## src/rtl/kplic_gateway.sv

```systemverilog
// kplic_gateway: per-source interrupt gateway between raw interrupt lines and the KPLIC core.
// Latency: a raw line sampled high at edge N raises valid_int_req after edge N+2
//   (two synchronizer flops, then a registered issue pulse).
// Backpressure: a source issues only once from IDLE. It then waits for a claim and a complete.
//   Edges that arrive while it waits are counted up to the saturation limit.
//
// Ports:
//   kplic_clk, kplic_rstn    clock; asynchronous active-low reset
//   ext_int_src              raw interrupt lines, asynchronous to kplic_clk
//   int_trigger_type         per source: 1 = rising edge, 0 = level high
//   int_enable               per source: gates new issues only
//   int_claim / claim_id     one-cycle claim strobe and the claimed ID
//   int_complete/complete_id one-cycle completion strobe and the completed ID
//   valid_int_req            one-cycle request pulse per issue
//   int_in_service           source is in SERVICE
//   int_wait_claim           source is in WAIT
module kplic_gateway #(
  parameter int INT_NUM        = 32,
  parameter int INT_WIDTH      = 5,
  parameter int EDGE_CNT_WIDTH = 2
) (
  input  logic                 kplic_clk,
  input  logic                 kplic_rstn,
  input  logic [INT_NUM-1:0]   ext_int_src,
  input  logic [INT_NUM-1:0]   int_trigger_type,
  input  logic [INT_NUM-1:0]   int_enable,
  input  logic                 int_claim,
  input  logic [INT_WIDTH-1:0] claim_id,
  input  logic                 int_complete,
  input  logic [INT_WIDTH-1:0] complete_id,
  output logic [INT_NUM-1:0]   valid_int_req,
  output logic [INT_NUM-1:0]   int_in_service,
  output logic [INT_NUM-1:0]   int_wait_claim
);

  typedef enum logic [1:0] {
    ST_IDLE    = 2'd0,
    ST_WAIT    = 2'd1,
    ST_SERVICE = 2'd2
  } state_e;

  localparam logic [EDGE_CNT_WIDTH-1:0] CNT_MAX = '1;

  state_e                    state_q [INT_NUM];
  state_e                    state_d [INT_NUM];
  logic [EDGE_CNT_WIDTH-1:0] cnt_q   [INT_NUM];
  logic [EDGE_CNT_WIDTH-1:0] cnt_d   [INT_NUM];

  logic [INT_NUM-1:0] sync_meta_q;  // first synchronizer flop
  logic [INT_NUM-1:0] sync_lvl_q;   // second synchronizer flop
  logic [INT_NUM-1:0] sync_prev_q;  // sync_lvl delayed one cycle
  logic [INT_NUM-1:0] trig_prev_q;  // last trigger type, used to spot a change
  logic [INT_NUM-1:0] vld_q;
  logic [INT_NUM-1:0] vld_d;
  logic [INT_NUM-1:0] edge_det;

  always_comb begin
    edge_det = sync_lvl_q & ~sync_prev_q;
    vld_d    = '0;
    for (int i = 0; i < INT_NUM; i++) begin
      state_d[i] = state_q[i];
      cnt_d[i]   = cnt_q[i];

      // A pending edge source is one with a fresh edge or a stored edge.
      if (state_q[i] == ST_IDLE && int_enable[i]) begin
        vld_d[i] = int_trigger_type[i] ? (edge_det[i] || (cnt_q[i] != '0)) : sync_lvl_q[i];
      end

      // Only one state can match for a given source. A claim and a complete in the
      // same cycle therefore resolve independently.
      case (state_q[i])
        ST_IDLE:    if (vld_d[i]) state_d[i] = ST_WAIT;
        ST_WAIT:    if (int_claim && claim_id == INT_WIDTH'(i)) state_d[i] = ST_SERVICE;
        ST_SERVICE: if (int_complete && complete_id == INT_WIDTH'(i)) state_d[i] = ST_IDLE;
        default:    state_d[i] = ST_IDLE;
      endcase

      // Edge count rule: count + edge - issue, saturating at both ends.
      // An edge that coincides with an issue leaves the count as it is.
      // A trigger-type change clears the count. Level sources always hold 0.
      if (int_trigger_type[i] != trig_prev_q[i] || !int_trigger_type[i]) begin
        cnt_d[i] = '0;
      end else if (edge_det[i] && !vld_d[i]) begin
        if (cnt_q[i] != CNT_MAX) cnt_d[i] = cnt_q[i] + 1'b1;
      end else if (!edge_det[i] && vld_d[i]) begin
        // An issue without a fresh edge only happens when the count is non-zero.
        cnt_d[i] = cnt_q[i] - 1'b1;
      end
    end
  end

  always_ff @(posedge kplic_clk or negedge kplic_rstn) begin
    if (!kplic_rstn) begin
      sync_meta_q <= '0;
      sync_lvl_q  <= '0;
      sync_prev_q <= '0;
      trig_prev_q <= '0;
      vld_q       <= '0;
      for (int i = 0; i < INT_NUM; i++) begin
        state_q[i] <= ST_IDLE;
        cnt_q[i]   <= '0;
      end
    end else begin
      sync_meta_q <= ext_int_src;
      sync_lvl_q  <= sync_meta_q;
      sync_prev_q <= sync_lvl_q;
      trig_prev_q <= int_trigger_type;
      vld_q       <= vld_d;
      for (int i = 0; i < INT_NUM; i++) begin
        state_q[i] <= state_d[i];
        cnt_q[i]   <= cnt_d[i];
      end
    end
  end

  always_comb begin
    int_in_service = '0;
    int_wait_claim = '0;
    for (int i = 0; i < INT_NUM; i++) begin
      int_in_service[i] = (state_q[i] == ST_SERVICE);
      int_wait_claim[i] = (state_q[i] == ST_WAIT);
    end
  end

  assign valid_int_req = vld_q;

endmodule

```

## config.mk

```make
export PLATFORM = sky130hd
export DESIGN_NAME = kplic_gateway
export DESIGN_NICKNAME = d
export VERILOG_FILES = /design/src/rtl/kplic_gateway.sv
export SDC_FILE = /design/constraint.sdc
export NUM_CORES = 1
export LEC_CHECK = 0
export ABC_CLOCK_PERIOD_IN_PS = 3000
export CORE_AREA = 3 3 210 130
export DETAILED_ROUTE_END_ITERATION = 12
export DIE_AREA = 0 0 213 133
export GPL_ROUTABILITY_DRIVEN = 0
export PLACE_DENSITY = 0.77
export RECOVER_POWER = 25
export SLEW_MARGIN = 0
export SYNTH_ARGS = -nofsm -noshare
export SYNTH_HDL_FRONTEND = slang
export SYNTH_SLANG_ARGS = --single-unit
```

## constraint.sdc

```tcl
create_clock -name kplic_clk -period 3 [get_ports kplic_clk]
set_input_delay 0.3 -clock kplic_clk [delete_from_list [all_inputs] [get_ports kplic_clk]]
set_output_delay 0.3 -clock kplic_clk [all_outputs]
set_load 0.005 [all_outputs]
```

==> run metrics <==
unrepaired setup endpoints after global routing no; Via Count 9313; commonest non-fill, non-tap cells in the layout dfrtp_1 (288), nor2_1 (150), clkdlybuf4s50_1 (140); drt initial violations 649; f_max 446 MHz; LEAKAGE 6.54 nW; Worst-Margin Slew 2140 ps; final setup vio count 0; clk sinks 288; Post-synth ARST share 100%; setup TNS 0 ps; IO Pins 206; area grow syn2layout 26.6%; first-pass GRT wire length 47500 um; failing checks capacitance limit, slew limit; Synth cell types 47; FP Rows 45; post-detail-place hpwl 21900 um; Critical Path End Type async pin; vias per cell 5.40; register area share after synthesis 59.2%; post-synthesis register bit count 288; CP Data Required Time 3690 ps; Syn Nets 1282; worst skew pair latency 550 ps; RR Startpoint state_q[36]; WL/cell 17.3 um; Clock Tree Root clkbuf_16; core area 25300 um2; syn_area_per_cell 10.4 um2; Critical Path AT 2940 ps; chip width 213 um; largest net degree at the start of global routing 80; maxcap violations 1; status finished with violations; Hold WS 299 ps; first-pass iteration count of the detailed router 5; CP Class in2async; Post-Synthesis Cells 1172; Ys Warns 0; vias in the first global route 9046; htree depth 1; GR Util All Layers 21.1%; CP startpoint kind input pin; clk slew on worst S/H paths 60 ps; Rel. slew slack -42.9%; Die Area 28300 um2; initial core utilization 48.2%; CTS tree built; Tmin final 2240 ps; pwr dens 671 nW/um2; Post-DRT Antenna Nets 0; Hold Path Class in2reg; Critical Path Start kplic_rstn; most common library cell in the layout ignoring fill and taps dfrtp_1; Crit Path Max Fanout 79; Hold Violations, Final 0; IO buf count 205; nets 1484; peak supply drop 0.400 mV; layout cells sized above 1 6.52%; CTS buffer count 27; min-delay src ext_int_src[22]; die height 133 um; clk_skew 15.1 ps; DRC violations left 0; Max Slew Vio Count 77; maximum buffer depth of the clock tree 3; number of synthesized flops with an enable pin 0; global route total overflow 0; Total Routed Length 29900 um; synthesized cell area 12200 um2; top_reg_cell synth dfrtp_1; initial antenna violation count 2; final period utilization 74.7%
-- path summary, 6_finish.rpt --
kind                                       to  slack (ps)  cells past startpoint
min reg2reg                    sync_lvl_q[28]         350                      0
max reg2reg                         cnt_q[36]        1450                      4
min                           sync_meta_q[22]         300                      1
max in group kplic_clk     int_wait_claim[13]         810                      3
min in group asynchronous      trig_prev_q[4]         890                      2
max                         valid_int_req[31]         760                      3
-- cells in the mapped netlist, types with 4 or more instances --
cell	number	area (um2)
dfrtp_1	288	7210
nor2_1	150	563
nand2_1	135	507
o21ai_0	89	445
a21oi_1	62	310
o211ai_1	49	368
nor2b_1	47	294
nand2b_1	41	257
buf_4	32	240
inv_1	30	113
a21o_1	29	218
a21boi_0	25	188
o21a_1	25	188
or2_2	25	156
nor3b_1	21	158
o32ai_1	14	123
o2bb2ai_1	13	114
o31ai_1	13	97.6
nand3_1	10	50.1
nand4_1	7	43.8
and3b_1	6	52.6
o21bai_1	6	45.0
or3b_1	6	52.6
a21bo_2	5	50.1
or4_1	5	37.5
xnor2_1	5	43.8
buf_2	4	20.0
o22ai_1	4	25.0
-- report_power, final --
group	leakage [nW]	internal, W	total [W]	switching, W
Clock	0.458	0.00215	0.00367	0.00152
Combinational	2.48	0.00104	0.00209	0.00105
Sequential	3.60	0.00427	0.00459	0.000326
-- worst max-delay path, cell delays in order --
cell and delay, ps:
dlygate4sd3_1 520, clkbuf_2 1470, buf_4 540
-- cells by family (layout without fill, tap and decap cells) --
family | count (synthesis) | after routing | share of synthesized area [%]
buffers and inverters | 69 | 292 | 3.15
and+or+nand+nor | 464 | 464 | 18.6
xor gates and xnor gates | 6 | 6 | 0.431
AOI/OAI and AO/OA | 345 | 345 | 18.6
DFF | 288 | 288 | 59.2
other | 0 | 2 | 0
-- state kept, by name, indices dropped and copies added, names as in the netlist --
signal and flops:
trig_prev_q 32, valid_int_req 32, cnt_q 64, sync_lvl_q 32
sync_meta_q 32, sync_prev_q 32, state_q 64
-- stage by stage --
stage | instances | cell area, um2 | worst slack (ps) | util (%) | power (W)
floorplan | 1172 | 12200 | 1670 | - | 0.00588
global placement | 1673 | 14500 | 1120 | 57.2 | 0.00668
detailed placement | 1673 | 14500 | 1030 | 57.2 | 0.00675
CTS | 1724 | 15400 | 826 | 61.0 | 0.0105
global route | 1724 | 15400 | 404 | 61.0 | 0.0109
finish | 1726 | 15400 | 758 | 61.0 | 0.0104
-- timing repair --
action / CTS / global route
hold buffers: 1 / 0
setup buffers: 0 / 0
endpoints found under the hold margin: 73 / 0
resized for setup: 0 / 0
endpoints found under the setup margin: 0 / 0
-- per-layer routing --
metal	share of wire, %	vias to the layer above	global-route usage, %
met5	0.070	-	0
met4	2.5	4	5.50
met3	6.2	53	4.83
met2	43	246	31.6
met1	48	4520	31.1
li1	-	4490	-
-- area by class of cell --
class / instances / area, um2
Timing Repair Buffer: 212 / 2140
Inverter: 30 / 113
Sequential cell: 288 / 7210
Antenna cell: 2 / 5.00
Multi-Input combinational cell: 815 / 4590
Clock buffer: 31 / 711
Tap cell: 329 / 412
Fill cell: 1982 / 9850
Clock inverter: 19 / 248
(Power assumes the default switching activity.)
